--- src/rtl/uart_apb_pkg.sv ---
// Shared definitions for the UART APB bridge: FSM encoding, UART register map
// and control-register field positions.
package uart_apb_pkg;

    typedef enum logic [1:0] {
        ST_IDLE   = 2'd0,
        ST_SETUP  = 2'd1,
        ST_ACCESS = 2'd2,
        ST_RESP   = 2'd3
    } apb_state_t;

    localparam logic [7:0] UART_TXD    = 8'h00;
    localparam logic [7:0] UART_RXD    = 8'h01;
    localparam logic [7:0] UART_UBRR   = 8'h02;
    localparam logic [7:0] UART_CTRL0  = 8'h03;
    localparam logic [7:0] UART_CTRL1  = 8'h04;
    localparam logic [7:0] UART_STATUS = 8'h05;

    localparam int CTRL0_TXEN      = 8;
    localparam int CTRL0_RXEN      = 9;
    localparam int CTRL0_TXCIE     = 10;
    localparam int CTRL0_RXCIE     = 11;
    localparam int CTRL0_UBRRH_LSB = 12;
    localparam int CTRL0_UBRRH_MSB = 15;

    localparam int CTRL1_DLS_LSB   = 16;
    localparam int CTRL1_DLS_MSB   = 17;
    localparam int CTRL1_STOP      = 18;
    localparam int CTRL1_PEN       = 19;
    localparam int CTRL1_EPS       = 20;

    // True when an address falls inside the UART register window.
    function automatic logic is_uart_reg(input logic [31:0] addr);
        return addr <= 32'(UART_STATUS);
    endfunction

endpackage

--- src/rtl/uart_apb_timeout.sv ---
// Saturating ACCESS-phase cycle counter; 'expired' flags the last permitted
// ACCESS cycle so the FSM can force an error response in that same cycle.
module uart_apb_timeout #(
    parameter int TIMEOUT_CYCLES = 16
) (
    input  logic pClk,
    input  logic pReset,
    input  logic clear,
    input  logic enable,
    output logic expired
);
    localparam int W  = $clog2(TIMEOUT_CYCLES + 1);
    localparam int CW = (W < 1) ? 1 : W;
    localparam logic [CW-1:0] LAST = CW'(TIMEOUT_CYCLES - 1);
    localparam logic [CW-1:0] SAT  = CW'(TIMEOUT_CYCLES);

    logic [CW-1:0] count;

    always_ff @(posedge pClk or negedge pReset) begin
        if (!pReset) begin
            count <= '0;
        end else if (clear) begin
            count <= '0;
        end else if (enable && (count != SAT)) begin
            count <= count + 1'b1;
        end
    end

    // TIMEOUT_CYCLES == 0 disables the timeout entirely.
    assign expired = (TIMEOUT_CYCLES > 0) && enable && (count == LAST);

endmodule

--- src/rtl/uart_apb_master.sv ---
// APB3 initiator bridging a valid/ready command port onto the UART register
// block; one transfer at a time with wait states, slave error and timeout.
//
//   state  | meaning
//   IDLE   | cmd_ready=1, waiting for a command
//   SETUP  | pSel=1, pEnable=0, one cycle
//   ACCESS | pSel=1, pEnable=1, waiting for pReady or timeout
//   RESP   | rsp_valid=1, holding response until rsp_ready
module uart_apb_master
    import uart_apb_pkg::*;
#(
    parameter int ADDR_W         = 32,
    parameter int DATA_W         = 32,
    parameter int TIMEOUT_CYCLES = 16
) (
    input  logic              pClk,
    input  logic              pReset,

    input  logic              cmd_valid,
    output logic              cmd_ready,
    input  logic              cmd_write,
    input  logic [ADDR_W-1:0] cmd_addr,
    input  logic [DATA_W-1:0] cmd_wdata,

    output logic              rsp_valid,
    input  logic              rsp_ready,
    output logic [DATA_W-1:0] rsp_rdata,
    output logic              rsp_err,

    output logic              pSel,
    output logic              pEnable,
    output logic              pWrite,
    output logic [ADDR_W-1:0] pAddr,
    output logic [DATA_W-1:0] pWdata,
    input  logic [DATA_W-1:0] pReadData,
    input  logic              pReady,
    input  logic              pSlvErr,

    output logic              busy
);

    apb_state_t state;
    logic       accept;
    logic       tmo_expired;

    assign accept = cmd_valid && cmd_ready;

    uart_apb_timeout #(
        .TIMEOUT_CYCLES(TIMEOUT_CYCLES)
    ) u_timeout (
        .pClk    (pClk),
        .pReset  (pReset),
        .clear   (accept),
        .enable  (state == ST_ACCESS),
        .expired (tmo_expired)
    );

    always_ff @(posedge pClk or negedge pReset) begin
        if (!pReset) begin
            state     <= ST_IDLE;
            cmd_ready <= 1'b0;
            busy      <= 1'b0;
            pSel      <= 1'b0;
            pEnable   <= 1'b0;
            pWrite    <= 1'b0;
            pAddr     <= '0;
            pWdata    <= '0;
            rsp_valid <= 1'b0;
            rsp_rdata <= '0;
            rsp_err   <= 1'b0;
        end else begin
            case (state)
                ST_IDLE: begin
                    cmd_ready <= 1'b1;
                    if (accept) begin
                        pWrite    <= cmd_write;
                        pAddr     <= cmd_addr;
                        pWdata    <= cmd_wdata;
                        pSel      <= 1'b1;
                        pEnable   <= 1'b0;
                        cmd_ready <= 1'b0;
                        busy      <= 1'b1;
                        state     <= ST_SETUP;
                    end
                end

                ST_SETUP: begin
                    pEnable <= 1'b1;
                    state   <= ST_ACCESS;
                end

                ST_ACCESS: begin
                    // pReady takes priority over a coincident timeout.
                    if (pReady) begin
                        rsp_rdata <= (pWrite || pSlvErr) ? '0 : pReadData;
                        rsp_err   <= pSlvErr;
                        pSel      <= 1'b0;
                        pEnable   <= 1'b0;
                        rsp_valid <= 1'b1;
                        state     <= ST_RESP;
                    end else if (tmo_expired) begin
                        rsp_rdata <= '0;
                        rsp_err   <= 1'b1;
                        pSel      <= 1'b0;
                        pEnable   <= 1'b0;
                        rsp_valid <= 1'b1;
                        state     <= ST_RESP;
                    end
                end

                ST_RESP: begin
                    if (rsp_ready) begin
                        rsp_valid <= 1'b0;
                        busy      <= 1'b0;
                        cmd_ready <= 1'b1;
                        state     <= ST_IDLE;
                    end
                end

                default: begin
                    state <= ST_IDLE;
                end
            endcase
        end
    end

endmodule

--- config.mk ---
export PLATFORM = sky130hd
export DESIGN_NAME = uart_apb_master
export DESIGN_NICKNAME = d
export VERILOG_FILES = /design/src/rtl/uart_apb_pkg.sv /design/src/rtl/uart_apb_timeout.sv /design/src/rtl/uart_apb_master.sv
export SDC_FILE = /design/constraint.sdc
export NUM_CORES = 1
export LEC_CHECK = 0
export ABC_CLOCK_PERIOD_IN_PS = 2400
export BUFFER_PORTS_ARGS = -buffer_cell sky130_fd_sc_hd__clkbuf_2
export CAP_MARGIN = 20
export CORE_MARGIN = 2
export CORE_UTILIZATION = 46
export DETAILED_ROUTE_END_ITERATION = 10
export PLACE_DENSITY_LB_ADDON = 0.08
export SLEW_MARGIN = 20
export SYNTH_ARGS = -nofsm -noshare
export SYNTH_HDL_FRONTEND = slang
export SYNTH_HIERARCHICAL = 1
export SYNTH_SLANG_ARGS = --single-unit
--- constraint.sdc ---
create_clock -name pClk -period 2.4 [get_ports pClk]
set_clock_uncertainty 0.2 [all_clocks]
set_input_delay 0.48 -clock pClk [delete_from_list [all_inputs] [get_ports pClk]]
set_output_delay 0.48 -clock pClk [all_outputs]
set_load 0.01 [all_outputs]
# Word-level counts from Yosys, hierarchy flattened
# Index checks and enable logic that the tools add are counted.
# op_classes
n_reduce_logical	19
eq_ne	8
muxes	25
n_addsub	1
# op_table
op	n
two-way mux 32 bit	3
AND reduction 3 bit	5
two-way mux 1 bit	10
two-way mux 5 bit	2
nonzero test 2 bit	5
two-way mux 2 bit	4
one-hot mux 1 bit (2 select lines)	4
one-hot mux 2 bit (4 select lines)	1
AND reduction 2 bit	3
adder 5 x 1 -> 5 bit, second input constant	1
equality test 5 x 4 -> 1 bit, second input constant	1
inequality test 5 bit, second input constant	1
equality test 2 bit, second input constant	2
inequality test 2 bit, second input constant	2
logical AND 1 bit	3
inequality test 3 bit, second input constant	1
one-hot mux 1 bit (3 select lines)	1
nonzero test 3 bit	1
equality test 2 x 1 -> 1 bit, second input constant	1
zero test 2 bit	1
logical OR 1 bit	1
# word_totals
output_inout_bits	103
register_bits	110
elab_cells	65

# Logic depth before layout (Yosys ltp)
# Gate-level depths: netlist of the first run.
# depth
word_depth	5
ltp_mapped	7
mapped_depth_nobuf	7

# Modules after synthesis
# The synthesis of the first run kept the hierarchy.
# by_module_without_submodules
module	cells_per_inst	seq_area_each_um2	area_per_inst_um2	instances
uart_apb_master	253	2627.5	4105.2	1
uart_apb_timeout	30	125.1	296.5	1

# Worst setup path after synthesis of the first run
# No wires, ideal clock.
# synth_timing
path_type	register to register
from	register u_timeout.count[0]
to	register rsp_err
path_stages_with_launch	8
t_required_ns	2.071
synth_period_minus_slack_ns	2.037
slack_ns	0.363
t_arrival_ns	1.708
path_cell_list	dfrtp_1 > ha_1 > and3_1 > ha_1 > and2_1 > o21ai_1 > buf_2 > a21boi_0
# synth_between
elab_chain_len	4
# synth_lines
element	line	source
from (decl)	uart_apb_timeout.sv:17	logic [CW-1:0] count;
from (signal assigned)	uart_apb_timeout.sv:25	count <= count + 1'b1;
equality test 5 x 4 -> 1 bit	uart_apb_timeout.sv:30	assign expired = (TIMEOUT_CYCLES > 0) && enable && (count == LAST);
logical AND 1 bit	uart_apb_timeout.sv:30	
via tmo_expired	uart_apb_master.sv:44	logic tmo_expired;
nonzero test 2 bit (no source line)	n/a	
AND reduction 2 bit (no source line)	n/a	
to (signal assigned)	uart_apb_master.sv:96	rsp_err <= pSlvErr;
to (decl)	uart_apb_master.sv:28	output logic rsp_err,
# The timed path passes the listed nets, and every way through them passes these cells.
# A chain may end at the register's enable or synchronous reset.

# Final worst setup path of the first run
# layout_timing
from	register u_timeout.count[0]
to	register state[1]
# layout_between
elab_chain_len	4
# layout_lines
element	line	source
equality test 5 x 4 -> 1 bit	uart_apb_timeout.sv:30	
logical AND 1 bit	uart_apb_timeout.sv:30	
via tmo_expired	uart_apb_master.sv:44	
inequality test 3 bit (no source line)	n/a	
AND reduction 3 bit (no source line)	n/a	
to (signal assigned)	uart_apb_master.sv:60	state <= ST_IDLE;
to (signal assigned)	uart_apb_master.sv:83	state <= ST_SETUP;
to (signal assigned)	uart_apb_master.sv:89	state <= ST_ACCESS;
to (decl)	uart_apb_master.sv:42	apb_state_t state;
# The timed path passes the listed nets, and every way through them passes these cells.

==> results of run 1 <==
==> power breakdown <==
group / total (mW) / internal (mW) / switching [mW] / leakage [nW]
registers: 3.27 / 2.77 / 0.502 / 1.36
logic: 3.30 / 1.79 / 1.52 / 1.70
clock network: 1.04 / 0.398 / 0.643 / 0.0936
total: 7.61 / 4.95 / 2.66 / 3.15
==> logic make-up (layout without fill, tap and decap cells) <==
family / after synthesis / after routing / synth area share, %
simple gates: 19 / 19 / 2.30
buf+inv: 25 / 242 / 2.98
xor+xnor: 1 / 1 / 0.199
compound gates: 50 / 50 / 9.29
mux: 70 / 70 / 20.4
fa+ha+maj: 8 / 8 / 2.27
flops: 110 / 110 / 62.5
==> placed cells by master, fill, tap and decap left out, types with 2 or more instances in the layout <==
master    instances
mux2_2           38
a22o_1           33
mux2_4           30
clkbuf_2        204
nor2_1            4
inv_6             3
nand2_1           4
a211oi_1          3
buf_12            3
ha_1              8
buf_4             6
dfrtp_1         110
inv_1            11
clkbuf_8          9
mux2i_1           2
o21ai_0           5
nor2b_1           2
==> metal layers <==
layer / track usage [%] / part of all wire, % / wire, um
met1: 24.8 / 43 / 4150
met2: 28.2 / 49 / 4720
met3: 3.83 / 5.8 / 551
met4: 6.05 / 1.3 / 127
met5: 0 / 0 / 0
==> flip-flops by register name, summed over array words and instances, names as in the netlist <==
register         flops
pAddr               32
pWdata              32
rsp_rdata           32
u_timeout/count      5
state                2
busy                 1
cmd_ready            1
pEnable              1
pSel                 1
pWrite               1
rsp_err              1
rsp_valid            1
==> cell type report <==
class	instances	area [sq um]
repair buffers	214	1140
well taps	129	161
flip-flops and latches	110	2750
clock buffers	10	128
multi-input cells	148	1530
inverters	12	45.0
fillers	776	3480
clock inverters	6	51.3
==> final timing paths <==
path / startpoint / to / slack [ns]
min in group asynchronous: pReset / pAddr[10] / 0.41
setup reg to reg: u_timeout/count[0] / state[1] / 0.11
setup / recovery: u_timeout/count[0] / state[1] / 0.11
max in group asynchronous: pReset / pAddr[22] / 0.95
hold / removal: pReadData[6] / rsp_rdata[6] / 0.13
hold reg to reg: rsp_rdata[29] / rsp_rdata[29] / 0.31
==> through the flow <==
stage	total power, mW	std cells	cell area (sq um)	setup WS (ns)	hold slack (ns)
5_1_grt	8.16	629	5810	0.00605	0.103
3_5_place_dp	6.65	612	5620	0.173	0.279
2_1_floorplan	5.28	283	4400	0.363	-0.0156
4_1_cts	7.71	629	5810	0.149	0.107
3_3_place_gp	6.57	612	5620	0.267	0.280
6_report	7.61	629	5810	0.112	0.125
==> impl_results.md, run 1 <==
* Area delta synth->final at 31.9%
* Vias per cell at 4.85
* Minimum clock period at ~2.3 ns
* LEAKAGE at approximately 3.2 nW
* Die area at 0.0104 sq mm
* Num rows at 35
* Setup crit start kind: register
* Setup TNS at 0 ns
* Top cells by area, synth: dfrtp_1 (63%), mux2_4 (10%), mux2_2 (9.7%)
* Die width at 102 um
* Post-CTS setup buffer count at 0
* Critical Path End Type: register
* Post-synth top flop: dfrtp_1
* Post-CTS sizing at 0
* Async SR Flop Fraction at 100%
* YS warnings at 6
* Post-DR wirelength/cell at roughly 15 um
* CP bufs+invs at 0
* Die height at slightly above 100 um
* Final Max Tran Viols at 0
* Global-route wire length before repair at 14400 um
* Core ar. at 0.00928 sq mm
* Max incr delay on CP at 0.42 ns
* Net Count, Synth at between 300 and 400
* Count leader, synth: dfrtp_1
* DRC errors left at 0
* Yosys top cell area share at 62.5%
* CP max FO at 4
* Status: completed
* Hold_buf cts at 1
* Initial antenna violation count at 0
* Yosys cell types at 34
* Total global-route track usage at 17.9%
* Final period util at 95.4%
* N_diodes at 0
* Slew headroom at approximately 67%
* Post-Route WL at roughly 9500 um
* CTS tree: yes
* Vias in the first global route at 2876
* Max clock buf depth at 2
* Max-Cap Viols at 0
* Port bufs at 205
* P per Cell Area at between 1000 and 1500 mW/mm^2
* Crit Path Class: reg -> reg
* Post-synth EDFFs at 0
* Initial DRC Count at 82
* Largest net degree at the start of global routing at 51
* Worst-case reg-to-reg path depth at 7
* Levels on crit path at 7
* RSZ-0062 raised after global routing: no
* Root Buffer: clkbuf_8
* Most used cell, CP: ha_1
* CP top delay family: simple AND/OR/NAND/NOR gates
* DR pass1 iterations at 4
* Detailed Place HPWL at 7000 um
* Hold Crit Depth at 2
* Actual slew at the worst max-slew pin at 0.494 ns
* Post-synth top area cell: dfrtp_1
* Initial Util at 47.4%
* Cells after Synth at 283
* Peak supply drop at 554 uV
* # clock sinks at 110
* Layout net count at 606
* Arrival @ worst endpoint at 2.33 ns
* Grt total ovfl at 0
* CTS Buf Count at 9
* Seq/Total Area, Yosys at a little over three fifths
* Fraction of layout cells with a size suffix above 1 at 60.2%
* Count of final setup violators at 0
* Synthesized area per cell at roughly 16 sq um
* Clock transition at path regs at 0.12 ns
* Fmax at 0.437 GHz
* DR vias at 3051
* Cell Area, Synth at 0.00440 sq mm
* Cells along the critical path: ha_1 > and3_1 > ha_1 > and2_1 > nor3b_1 > a211oi_1 > mux2_2
* H-tree depth at 3
* Worst path slowest cell: dfrtp_1
* Layout Utilization at 62.5%
* Post-synth top cells: dfrtp_1 (110), mux2_2 (38), a22o_1 (33)
* Routability cong. at 0.779
* Final hold vios at 0
* Post-route antenna net violation count at 0
* Req. time, crit path at ~2.4 ns
* Hold WC Path Type: in -> reg
* Ports at 206
* Register bit total from synthesis at 110
* Clk Latency, worst-skew pair at 0.35 ns
Power figures use the tool's default switching activity.
==> run 2: changes to the inputs <==
--- a/config.mk
+++ b/config.mk
@@ -12,6 +12,7 @@
 export CORE_UTILIZATION = 46
 export DETAILED_ROUTE_END_ITERATION = 10
 export PLACE_DENSITY_LB_ADDON = 0.08
+export RECOVER_POWER = 25
 export SLEW_MARGIN = 20
 export SYNTH_ARGS = -nofsm -noshare
 export SYNTH_HDL_FRONTEND = slang
==> run 2 against run 1 <==
Die area stayed put. Wire length is 0.35% lower. Clock power hardly changed. Critical path depth stayed put. Global-route usage stayed put. Core utilization is 0.16 points lower. Largest cell class unchanged. Largest power group unchanged.
==> impl_results.md, run 2 (same netlist as run 1, synthesis figures left out) <==
* Status: completed
* Global-route wire length before repair at 14400 um (unchanged)
* Cells after DPL at 612 (unchanged)
* CP max FO at 4 (unchanged)
* Routability cong. at 0.779 (unchanged)
* Actual slew at the worst max-slew pin at 0.920 ns (+0.427 ns)
* Setup crit start kind: register
* Post-route insts no fill at 629 (unchanged)
* Num rows at 35 (unchanged)
* Post-route antenna net violation count at 0 (unchanged)
* Clock network fraction of design power at 13.7% (about the same)
* Slew headroom at 38.6% (-28 points)
* Die height at 102 um (unchanged)
* RSZ-0062 raised after global routing: no
* Grt total ovfl at 0 (unchanged)
* Initial Util at 47.4% (unchanged)
* NetSw at 2.66 mW (about the same)
* Initial antenna violation count at 0 (unchanged)
* Count of final setup violators at 0 (unchanged)
* CTS Buf Count at 9 (unchanged)
* Top Registers: pAddr (32), pWdata (32), rsp_rdata (32)
* Final Max Tran Viols at 0 (unchanged)
* Detailed Place HPWL at 7000 um (unchanged)
* Clock transition at path regs at 0.12 ns (about the same)
* Post-Route WL at 9510 um (-0.35%)
* Core ar. at 0.00928 sq mm (unchanged)
* Peak supply drop at 555 uV (+0.15%)
* Ports at 206 (unchanged)
* DR pass1 iterations at 4 (unchanged)
* Max-Cap Viols at 0 (unchanged)
* Initial DRC Count at 83 (+1.2%)
* Most Crowded Layer GR: met2
* Switching share of power at 35.0% (about the same)
* Clk Latency, worst-skew pair at 0.35 ns (about the same)
* Final hold vios at 0 (unchanged)
* Worst-case reg-to-reg path depth at 7 (unchanged)
* Met1 usage at 24.8% (unchanged)
* N_diodes at 0 (unchanged)
* GR Util met3 at 3.83% (unchanged)
* Minimum clock period at 2.29 ns (+0.00393 ns)
* Hold WC Path Type: in -> reg
* Post-CTS setup buffer count at 0 (unchanged)
* Die area at 0.0104 sq mm (unchanged)
* Flop2flop setup slack at 0.11 ns (about the same)
* Area delta synth->final at 31.6%
* Most frequent cells in the layout: clkbuf_2 (205), dfrtp_1 (110), mux2_2 (38), a22o_1 (33), mux2_4 (30)
* Commonest non-fill, non-tap cell in the layout: clkbuf_2
* # clock sinks at 110 (unchanged)
* Fmax at 0.436 GHz (-0.17%)
* Post-CTS sizing at 0 (unchanged)
* Largest net degree at the start of global routing at 51 (unchanged)
* CTS tree: yes
* Vias in the first global route at 2876 (unchanged)
* Port bufs at 205 (unchanged)
* Layout net count at 606 (unchanged)
* Total global-route track usage at 17.9% (unchanged)
* Vias per cell at 4.84 (-0.13%)
* Root Buffer: clkbuf_8
* Reg2reg start: u_timeout/count[0]
* H-tree depth at 3 (unchanged)
* LEAKAGE at 3.15 nW (-0.17%)
* Fraction of layout cells with a size suffix above 1 at 60.2% (unchanged)
* Worst Hold Path EP: rsp_rdata[6]
* DR vias at 3047 (-0.13%)
* Final period util at 95.5% (+0.16 points)
* Setup TNS at 0 ns (unchanged)
* DRC errors left at 0 (unchanged)
* Max clock buf depth at 2 (unchanged)
* Hold_sp: pReadData[6]
* P per Cell Area at 1310 mW/mm^2 (+0.24%)
* Critical Path End Type: register
* GRT met2 Usage at 28.2% (unchanged)
* Crit Path Class: reg -> reg
* Req. time, crit path at 2.45 ns (about the same)
* Combinational share of power at 43.3% (about the same)
* Worst r2r dst: state[1]
* Die width at 102 um (unchanged)
* Hold_buf cts at 1 (unchanged)
* Arrival @ worst endpoint at 2.34 ns (about the same)
* Post-DR wirelength/cell at 15.1 um (-0.35%)
* Int Pwr at 4.95 mW (about the same)
* Hold Crit Depth at 2 (unchanged)
* Sequential power share at 43.0% (about the same)
==> run 2: per-layer routing <==
| layer | up-vias | routed length, um |
|---|---|---|
| li1 | 1435 | - |
| met1 | 1497 | 4130 |
| met2 | 105 | 4710 |
| met3 | 10 | 535 |
| met4 | 0 | 130 |
| met5 | - | 0 |
==> run 2: metrics by stage <==
step / instance area, sq um / hold slack [ns] / setup WS, ns / total power, mW / util (%)
2_1_floorplan: 4400 / -0.0156 / 0.363 / 5.28 / -
3_3_place_gp: 5620 / 0.280 / 0.267 / 6.57 / 60.5
3_5_place_dp: 5620 / 0.279 / 0.173 / 6.65 / 60.5
4_1_cts: 5810 / 0.107 / 0.149 / 7.71 / 62.5
5_1_grt: 5790 / 0.103 / 0.00605 / 8.16 / 62.4
6_report: 5790 / 0.125 / 0.108 / 7.61 / 62.4
==> run 2: worst max-delay path by stage <==
| stage | startpoint | slack [ns] | endpoint | depth (start not counted) |
|---|---|---|---|---|
| global placement | u_timeout/count[0] | 0.27 | state[1] | 7 |
| CTS | u_timeout/count[0] | 0.15 | state[1] | 7 |
| detailed placement | u_timeout/count[0] | 0.17 | state[1] | 7 |
| floorplan | u_timeout/count[0] | 0.36 | rsp_err | 7 |
| global route | u_timeout/count[0] | 0.006 | state[1] | 7 |
| finish | u_timeout/count[0] | 0.11 | state[1] | 7 |
==> run 2: cell type report <==
type,instances,area [sq um]
Clock buffer,10,128
Timing Repair Buffer,214,1120
Multi-Input combinational cell,148,1530
Inverter,12,45.0
Sequential cell,110,2750
Clock inverter,6,51.3
Fill cell,777,3490
Tap cell,129,161
==> run 2: power by group through the flow <==
| stage | sequential (mW) | combinational (mW) | clock (mW) |
|---|---|---|---|
| after floorplan | 3.70 | 1.58 | 0 |
| after global placement | 3.28 | 3.29 | 0 |
| after detailed placement | 3.31 | 3.34 | 0 |
| after CTS | 3.28 | 3.35 | 1.08 |
| after global routing | 3.39 | 3.60 | 1.16 |
| final | 3.27 | 3.30 | 1.04 |
==> run 2: critical path: stages, from the launching register on <==
cell and delay [ns]:
dfrtp_1 0.42, ha_1 0.24, and3_1 0.18, ha_1 0.19, and2_1 0.15, nor3b_1 0.38, a211oi_1 0.13, mux2_2 0.29
==> run 3: changes to the inputs <==
--- a/config.mk
+++ b/config.mk
@@ -5,7 +5,7 @@
 export SDC_FILE = /design/constraint.sdc
 export NUM_CORES = 1
 export LEC_CHECK = 0
-export ABC_CLOCK_PERIOD_IN_PS = 2400
+export ABC_CLOCK_PERIOD_IN_PS = 2550
 export BUFFER_PORTS_ARGS = -buffer_cell sky130_fd_sc_hd__clkbuf_2
 export CAP_MARGIN = 20
 export CORE_MARGIN = 2
==> constraint.sdc (replaced) <==
create_clock -name pClk -period 2.55 [get_ports pClk]
set_clock_uncertainty 0.2 [all_clocks]
set_input_delay 0.51 -clock pClk [delete_from_list [all_inputs] [get_ports pClk]]
set_output_delay 0.51 -clock pClk [all_outputs]
set_load 0.01 [all_outputs]
==> run 3 against run 2 <==
Clock power increased by 4%. Flip-flop and latch count unchanged. Clock-buffer cell count increased by 1. Hold slack improved by 0.034 ns. Power decreased by 4.6%. Sequential share of layout area decreased by 0.22 points. Sequential power decreased by 6%. Combinational power decreased by 6.1%. Worst setup slack improved by 0.22 ns. Via count decreased by 0.43%. Critical path depth unchanged. Largest cell class unchanged.
==> impl_results.md, run 3 (same netlist as run 1, synthesis figures left out) <==
* Area delta synth->final at 32.2%
* Hold_buf cts at 1 (unchanged)
* Grt total ovfl at 0 (unchanged)
* Largest net degree at the start of global routing at 62 (+22%)
* Actual slew at the worst max-slew pin at 0.846 ns (-0.0739 ns)
* Clk Latency, worst-skew pair at 0.35 ns (about the same)
* Die width at 102 um (unchanged)
* Initial antenna violation count at 0 (unchanged)
* LEAKAGE at 3.14 nW (-0.16%)
* H-tree depth at 3 (unchanged)
* Top Registers: pAddr (32), pWdata (32), rsp_rdata (32)
* Cells along the critical path: ha_1 > and3_1 > ha_1 > and2_1 > nor3b_1 > a211oi_1 > mux2_2
* Ports at 206 (unchanged)
* Cells after DPL at 610 (-0.33%)
* Port bufs at 205 (unchanged)
* Req. time, crit path at 2.59 ns (+0.14 ns)
* Most frequent cells in the layout: clkbuf_2 (200), dfrtp_1 (110), mux2_2 (38), a22o_1 (33), mux2_4 (30)
* Max clock buf depth at 2 (unchanged)
* Vias in the first global route at 2966 (+3.1%)
* Die area at 0.0104 sq mm (unchanged)
* Layout Utilization at 62.7% (+0.30 points)
* DR pass1 iterations at 4 (unchanged)
* Count of final setup violators at 0 (unchanged)
* Clock transition at path regs at 0.11 ns (about the same)
* Routability cong. at 0.803 (+3.0%)
* Max incr delay on CP at 0.42 ns (about the same)
* Hold Crit Depth at 2 (unchanged)
* N_diodes at 0 (unchanged)
* Root Buffer: clkbuf_8
* Post-DR wirelength/cell at 15.5 um (+2.7%)
* Worst r2r dst: state[1]
* Arrival @ worst endpoint at 2.26 ns (-0.08 ns)
* DRC errors left at 0 (unchanged)
* Hold WC Path Type: in -> reg
* # clock sinks at 110 (unchanged)
* CP bufs+invs at 0 (unchanged)
* DR vias at 3034 (-0.43%)
* Peak supply drop at 488 uV (-12%)
* Crit Path Class: reg -> reg
* Die height at 102 um (unchanged)
* Setup crit start kind: register
* Reg2reg start: u_timeout/count[0]
* Status: completed
* Critical Path End Type: register
* Num rows at 35 (unchanged)
* Detailed Place HPWL at 7170 um (+2.4%)
* Final period util at 87.2% (-8.4 points)
* Post-route insts no fill at 627 (-0.32%)
* Vias per cell at 4.84 (-0.11%)
* Core ar. at 0.00928 sq mm (unchanged)
* CTS Buf Count at 9 (unchanged)
* Most used cell, CP: ha_1
* Post-route antenna net violation count at 0 (unchanged)
* CTS tree: yes
* Final hold vios at 0 (unchanged)
* Post-Route WL at 9740 um (+2.4%)
* Max-Cap Viols at 0 (unchanged)
* Commonest non-fill, non-tap cell in the layout: clkbuf_2
* Setup TNS at 0 ns (unchanged)
* Hold_sp: pReadData[2]
* Fraction of layout cells with a size suffix above 1 at 58.8% (-1.4 points)
* Initial Util at 47.4% (unchanged)
* Flop2flop setup slack at 0.33 ns (+0.22 ns)
* Minimum clock period at 2.22 ns (-0.0699 ns)
* Fmax at 0.450 GHz (+3.1%)
* Worst Hold Path EP: rsp_rdata[2]
* Global-route wire length before repair at 14800 um (+2.7%)
* Final Max Tran Viols at 0 (unchanged)
* Total global-route track usage at 18.4% (+0.50 points)
* Initial DRC Count at 70 (-16%)
* P per Cell Area at 1250 mW/mm^2 (-5.1%)
* CP top delay family: simple AND/OR/NAND/NOR gates
* Layout net count at 604 (-0.33%)
* Post-route total power at 7.26 mW (-4.6%)
* Worst path slowest cell: dfrtp_1
* Post-CTS setup buffer count at 0 (unchanged)
* CP max FO at 4 (unchanged)
* RSZ-0062 raised after global routing: no
* Worst-case reg-to-reg path depth at 7 (unchanged)
* Post-CTS sizing at 0 (unchanged)
* Slew headroom at 43.6% (+4.9 points)
run 3: cell types whose count changed in the layout (fill, tap and decap cells not counted):
| cell | before | now |
|---|---|---|
| clkbuf_4 | 1 | 0 |
| inv_6 | 3 | 2 |
| clkinv_4 | 1 | 2 |
| clkbuf_1 | 1 | 7 |
| buf_12 | 2 | 4 |
| inv_8 | 1 | 0 |
| clkbuf_2 | 205 | 200 |
| buf_4 | 5 | 1 |
| clkbuf_8 | 9 | 10 |
| clkinv_2 | 1 | 0 |
| bufinv_16 | 0 | 1 |
run 3: worst max-delay path by stage:
stage / to / cells after the start / from
6_report: state[1] / 7 / u_timeout/count[0]
5_1_grt: state[1] / 7 / u_timeout/count[0]
4_1_cts: state[1] / 7 / u_timeout/count[0]
3_5_place_dp: state[1] / 7 / u_timeout/count[0]
3_3_place_gp: state[1] / 7 / u_timeout/count[0]
2_1_floorplan: rsp_err / 7 / u_timeout/count[0]
run 3: cell type report:
type	count	area, sq um
Inverter	12	45.0
Tap cell	129	161
Fill cell	766	3470
Clock inverter	5	65.1
Timing Repair Buffer	212	1120
Clock buffer	11	141
Multi-Input combinational cell	148	1530
Sequential cell	110	2750
run 3: through the flow:
| step | hold slack (ns) | instance area, sq um | setup slack [ns] |
|---|---|---|---|
| 2_1_floorplan | 0.0144 | 4400 | 0.513 |
| 3_3_place_gp | 0.276 | 5610 | 0.384 |
| 3_5_place_dp | 0.286 | 5610 | 0.334 |
| 4_1_cts | 0.138 | 5830 | 0.319 |
| 5_1_grt | 0.146 | 5820 | 0.123 |
| 6_report | 0.159 | 5820 | 0.327 |
run 3: worst reg2reg max path: stages, from the launching register on:
cell and delay, ns:
dfrtp_1 0.42, ha_1 0.23, and3_1 0.17, ha_1 0.18, and2_1 0.15, nor3b_1 0.36, a211oi_1 0.12, mux2_2 0.29
run 3: where the power goes:
group | switching (mW) | internal (mW)
logic | 1.43 | 1.67
registers | 0.480 | 2.61
clock network | 0.582 | 0.493
total | 2.49 | 4.77
run 3: layer usage:
layer	wire length, um	part of all wire (%)	GRT usage, %	vias up
li1	-	-	-	1437
met1	4080	42	23.2	1472
met2	4800	49	30.3	111
met3	680	7.0	4.79	14
met4	182	1.9	7.59	0
met5	0	0	0	-
